===== src/rtl/noc_output_arbiter.sv =====
// Per-output-port wormhole switch allocator: round-robin grant held for a whole
// packet, one-hot pops toward the owner input, and credit tracking for the downstream buffer.
module noc_output_arbiter #(
    parameter int NUM_PORTS = 5,
    parameter int CREDITS   = 5,
    parameter int CW        = 3
) (
    input  logic                    clk,
    input  logic                    rst,
    input  logic [NUM_PORTS-1:0]    valid_i,
    input  logic [NUM_PORTS-1:0]    req_i,
    input  logic [NUM_PORTS*16-1:0] data_i,
    input  logic                    credit_i,
    output logic [NUM_PORTS-1:0]    shift_o,
    output logic [15:0]             data_o,
    output logic                    out_valid_o,
    output logic                    credit_err_o
);
    localparam int IW = (NUM_PORTS > 1) ? $clog2(NUM_PORTS) : 1;

    localparam logic [0:0] IDLE   = 1'b0;
    localparam logic [0:0] LOCKED = 1'b1;

    logic [0:0]           state_q, state_d;
    logic [IW-1:0]        owner_q, owner_d;
    logic [IW-1:0]        ptr_q, ptr_d;
    logic [CW-1:0]        credits_q, credits_d;
    logic                 err_q, err_d;

    logic [NUM_PORTS-1:0] eligible;
    logic [IW-1:0]        winner;
    logic [IW-1:0]        cand;
    logic                 found;
    logic                 send;
    logic [15:0]          flit [NUM_PORTS];
    logic [15:0]          owner_flit;

    for (genvar g = 0; g < NUM_PORTS; g++) begin : g_flit
        assign flit[g] = data_i[16*g +: 16];
    end

    assign owner_flit = flit[owner_q];

    // Descending scan so the last hit is the nearest eligible port after ptr.
    always_comb begin
        eligible = valid_i & req_i;
        winner   = ptr_q;
        cand     = ptr_q;
        found    = 1'b0;
        for (int k = NUM_PORTS; k >= 1; k--) begin
            cand = IW'((int'(ptr_q) + k) % NUM_PORTS);
            if (eligible[cand]) begin
                winner = cand;
                found  = 1'b1;
            end
        end
    end

    assign send = (state_q == LOCKED) && valid_i[owner_q] && (credits_q != '0);

    always_comb begin
        state_d = state_q;
        owner_d = owner_q;
        ptr_d   = ptr_q;
        case (state_q)
            IDLE: begin
                if (found) begin
                    owner_d = winner;
                    state_d = LOCKED;
                end
            end
            LOCKED: begin
                if (send && owner_flit[14]) begin
                    ptr_d   = owner_q;
                    state_d = IDLE;
                end
            end
            default: state_d = IDLE;
        endcase
    end

    // A pop and a returned credit in the same cycle cancel out.
    always_comb begin
        credits_d = credits_q;
        err_d     = err_q;
        if (send && !credit_i) begin
            credits_d = credits_q - CW'(1);
        end else if (credit_i && !send) begin
            if (credits_q == CW'(CREDITS)) begin
                err_d = 1'b1;
            end else begin
                credits_d = credits_q + CW'(1);
            end
        end
    end

    always_ff @(posedge clk) begin
        if (rst) begin
            state_q   <= IDLE;
            owner_q   <= '0;
            ptr_q     <= IW'(NUM_PORTS - 1);
            credits_q <= CW'(CREDITS);
            err_q     <= 1'b0;
        end else begin
            state_q   <= state_d;
            owner_q   <= owner_d;
            ptr_q     <= ptr_d;
            credits_q <= credits_d;
            err_q     <= err_d;
        end
    end

    assign shift_o      = send ? (NUM_PORTS'(1) << owner_q) : '0;
    assign out_valid_o  = send;
    assign data_o       = (state_q == LOCKED) ? owner_flit : 16'h0000;
    assign credit_err_o = err_q;

endmodule


===== config.mk =====
export PLATFORM = sky130hd
export DESIGN_NAME = noc_output_arbiter
export DESIGN_NICKNAME = d
export VERILOG_FILES = /design/src/rtl/noc_output_arbiter.sv
export SDC_FILE = /design/constraint.sdc
export NUM_CORES = 1
export LEC_CHECK = 0
export CAP_MARGIN = 20
export CORE_MARGIN = 4
export CORE_UTILIZATION = 45
export CTS_CLUSTER_DIAMETER = 100
export DETAILED_ROUTE_END_ITERATION = 7
export HOLD_SLACK_MARGIN = 0.06
export MAX_ROUTING_LAYER = met4
export PLACE_DENSITY = 0.83
export SLEW_MARGIN = 20
export SYNTH_ARGS = -nofsm -noshare
export SYNTH_HDL_FRONTEND = slang
export SYNTH_SLANG_ARGS = --single-unit

===== constraint.sdc =====
create_clock -name clk -period 4.9 [get_ports clk]
set_input_delay 0.98 -clock clk [delete_from_list [all_inputs] [get_ports clk]]
set_output_delay 0.98 -clock clk [all_outputs]
set_load 0.1 [all_outputs]

==> metrics list <==
* Distinct cell type count of the synthesized netlist: 72
* Vias per cell: between 6 and 7
* Die area: 7630 um^2
- Headroom to the max-slew limit came out at 35.0%.
- The via count of the first global-routing pass came to 3089.
* Total power per unit cell area: between 400 and 500 nW/um^2
* Total Power Consumption: between 1500 and 2000 uW
- Share of the clock period used by the worst path after layout: between 80% and 90%
- Global-route wire length before repair: around 15000 um
- CTS tree: built
- Across the VDD grid, the largest voltage drop is 0.516 mV.
- The number of antenna violations at the first check in global routing was 0.
- Hold buffers post-CTS: 0
- Post-synth design cell area: 2830 um^2
* Final wirelength: 9540 um
* All-layer global routing usage: 25.1%
- The slowest stage of the critical path is the sky130_fd_sc_hd__dfxtp_1 cell.
- Largest fanout on the critical path: 15
* Reg-to-reg startpoint: ptr_q[1]
- Counting flops and latches in the post-synthesis netlist gives 11.
- Most used standard cells in the synthesized netlist: 37 x sky130_fd_sc_hd__nor2_1, 25 x sky130_fd_sc_hd__nand2_1, 23 x sky130_fd_sc_hd__ha_1
- Counting cells, the worst reg-to-reg path comes to 14.
* Clk Tree Root Cell: sky130_fd_sc_hd__clkbuf_8
* Critical Path Sink: owner_q[1]
- After layout, the minimum clock period comes to 4.32 ns.
- Synth async-reset ratio: 0%
- Counting along the longest clock path gives a buffer depth of 2.
- Pin count of the biggest net entering global routing: 21
- After detailed placement, the design holds a cell count of 523.
- After routing the design area is 4010 um^2.
- Fraction of post-synthesis cell area in the top cell type by area: between 10% and 20%
- The analysis attributes to cell leakage a power of 0.00161 uW.
- The number of hold violations in the final report is 0.
- TritonCTS created 3 clock buffers.
* Sinks on Clock Net: 11
* Max_cap viols: 0
* Setup slack of the most critical reg-to-reg path: 0.58 ns
- For this run, the detailed router's first-pass iteration total came to 5.
- For the final database, setup skew stands at 0.00733 ns.
- Average wire per standard cell: 18.1 um
- Mean instance size in the synthesized netlist: 8.12 um^2
- The Yosys step of the flow raised 0 warnings.
- The signal on the critical path passes through inv_1 > ha_1 > buf_4 > o211ai_2 > ha_1 > nor2b_1 > o221ai_1 > a21oi_1 > a21oi_1 > a211oi_1 > nor3_1 > and4_4 > or4_1 > o21ai_1.
* Category of the worst setup path capture point: flip-flop
- Setup Crit Path Kind: flip-flop to flip-flop
- Largest area contributor in the synthesized netlist: sky130_fd_sc_hd__mux4_2
- Cells after Synth: between 300 and 400
- Top Family by Delay on Critical Path: compound AO/OA/AOI/OAI gates
- The region available for standard cell placement spans roughly 6000 um^2.
* Final setup violation count: 0
* Crit path buf inv count: 2
* RD Place Congestion: approximately 0.9
- The number of slew-limit violations in the final report came to 0.
- Ranking of synthesized cells by area: sky130_fd_sc_hd__mux4_2 16%, sky130_fd_sc_hd__ha_1 10%, sky130_fd_sc_hd__dfxtp_1 7.8%, sky130_fd_sc_hd__nor2_1 4.9%, sky130_fd_sc_hd__a22oi_1 4.8%
* Half-perimeter wire length of the detailed placement result: between 7000 and 8000 um
- Data arrival time at the worst-slack endpoint: 4.51 ns
* # H-tree levels: 1
- The critical path crosses 14 cells after its start point.
* Remaining routing DRC violations: 0
- 0 antenna diodes ended up in the layout.
- The initial utilization of the core area, before any placement, comes to 47.0%.
- Horizontal die dimension: 87.4 um
- Placed inst area: 3970 um^2
* Port bufs: around 120
* Worst-margin pin slew: between 0.9 and 1 ns
- Number of DRC markers in iteration 0: 250
* Final setup TNS: 0 ns
- Across all setup checks in the final design, the least slack found is 0.575 ns.
* Worst Setup Start Kind: flip-flop
- Number of flops mapped to enable cells by yosys: 0
- Among all cell types in the netlist, the one instantiated most often is sky130_fd_sc_hd__nor2_1.
- Worst-path clk slew: roughly 0.060 ns
* Post-route insts no fill: about 530
- The count of nets left with antenna violations once routing finished came out at 0.
- Number of vias after detailed routing: approximately 3200
- Counting every net in the synthesized netlist gives 466.
- Net total in the final layout: 570
- For the worst setup path, the data required time is 5.08 ns.
- Status: complete, no violations
- Overall die height: between 80 and 90 um
- 116 I/O pins were placed.
* Worst hold path startpoint: credit_err_o
- Post-synth top flop: sky130_fd_sc_hd__dfxtp_1
- On the worst path, the slowest cell contributes a delay of 0.64 ns.
- Area added between synthesis and finish: 41.6%
- The worst hold path belongs to the class flip-flop to flip-flop.
* Setup repair after global routing missed its margin: no
- The total overflow left after global routing is 0.
* Clock insertion delay at the later pin of the skew report: 0.24 ns
- The most critical setup path has its startpoint at ptr_q[1].
- After floorplanning, the core was divided into 28 placement rows.
* Minimum setup slack after placement: 0.524 ns
* Achievable frequency: 0.231 GHz
* Sequential area share after synthesis: 7.77%
- Of the cells placed in the final design, the portion with a size suffix greater than 1 is 15.9%.
* Worst R2R End: owner_q[1]
flip-flops by register name, summed over array words and instances, names as in the netlist:
| name | count |
|---|---|
| credits_q | 3 |
| ptr_q | 3 |
| owner_q | 3 |
| state_q | 1 |
| credit_err_o | 1 |
worst register-to-register path: cells and delay by family, from the launching register on:
kind                       cells  cell delay [ns]
AOI/OAI and AO/OA              6             1.61
and+or+nand+nor                4             0.92
adders and majority gates      2             0.65
DFF                            1             0.64
buffers and inverters          2             0.45
where the power goes:
group	internal [uW]	total [uW]	switching, uW
sequential	119	194	74.7
combinational	597	1700	1100
clock	57.3	94.4	37.1
total	773	1980	1210
how the worst min path moves through the flow:
stage	slack, ns	to	depth (start not counted)
5_1_grt	0.53	credit_err_o	2
3_3_place_gp	0.46	credit_err_o	2
6_report	0.48	credit_err_o	2
3_5_place_dp	0.47	credit_err_o	2
4_1_cts	0.48	credit_err_o	2
2_1_floorplan	0.51	credits_q[2]	2
cell usage in the layout, fill, tap and decap left out, drive strengths merged, types with 3 or more instances in the layout:
cell type,Yosys,layout
clkdlybuf4s50,0,93
nor2,37,37
buf,10,28
nand2,26,26
ha,23,23
inv,23,23
a21oi,21,21
mux4,20,20
a22oi,18,18
mux2i,11,11
dfxtp,11,11
o211ai,10,10
nand2b,10,10
o21ai,9,9
nor3,8,8
and2,6,6
and3,5,5
o21a,5,5
nor2b,5,5
a211oi,5,5
xnor2,4,4
nor4,4,4
nand3b,4,4
nand3,4,4
o211a,4,4
a31oi,4,4
clkbuf,12,4
xor2,4,4
nor3b,3,3
a211o,3,3
o32ai,3,3
routing by layer:
metal	routed length, um	track usage (%)	vias up
met5	0	-	-
met4	106	3.77	0
met3	619	3.78	18
met2	4810	41.1	137
met1	4000	33.5	1518
li1	-	-	1531
final cells by class:
class                      instances  area, um^2
clock buffer                       4        45.0
fill                             524        2010
inverter                          25        93.8
multi-input combinational        291        2420
sequential                        11         221
tap                               75        93.8
timing repair buffer             121        1140
stage by stage:
| stage | utilization [%] | hold slack [ns] |
|---|---|---|
| after floorplan | - | 0.514 |
| after global placement | 65.8 | 0.461 |
| after detailed placement | 65.8 | 0.466 |
| after CTS | 66.6 | 0.483 |
| after global routing | 66.6 | 0.531 |
| final | 66.6 | 0.480 |
what timing repair did:
action	in CTS	in global routing
endpoints found under the hold margin	0	0
resized for setup	0	1
setup endpoints to repair	0	2
buffers inserted	0	0
logic make-up (layout without fill, tap and decap cells):
| kind of cell | Yosys count | count (layout) | share of synthesized area (%) |
|---|---|---|---|
| and+or+nand+nor | 125 | 125 | 23.0 |
| AOI/OAI and AO/OA | 101 | 101 | 27.0 |
| buffers and inverters | 47 | 150 | 7.33 |
| muxes | 33 | 33 | 20.6 |
| adders and majority gates | 24 | 24 | 10.9 |
| DFF | 11 | 11 | 7.77 |
| xor gates and xnor gates | 8 | 8 | 3.40 |
Note: power is estimated with default switching activity, not from simulation.
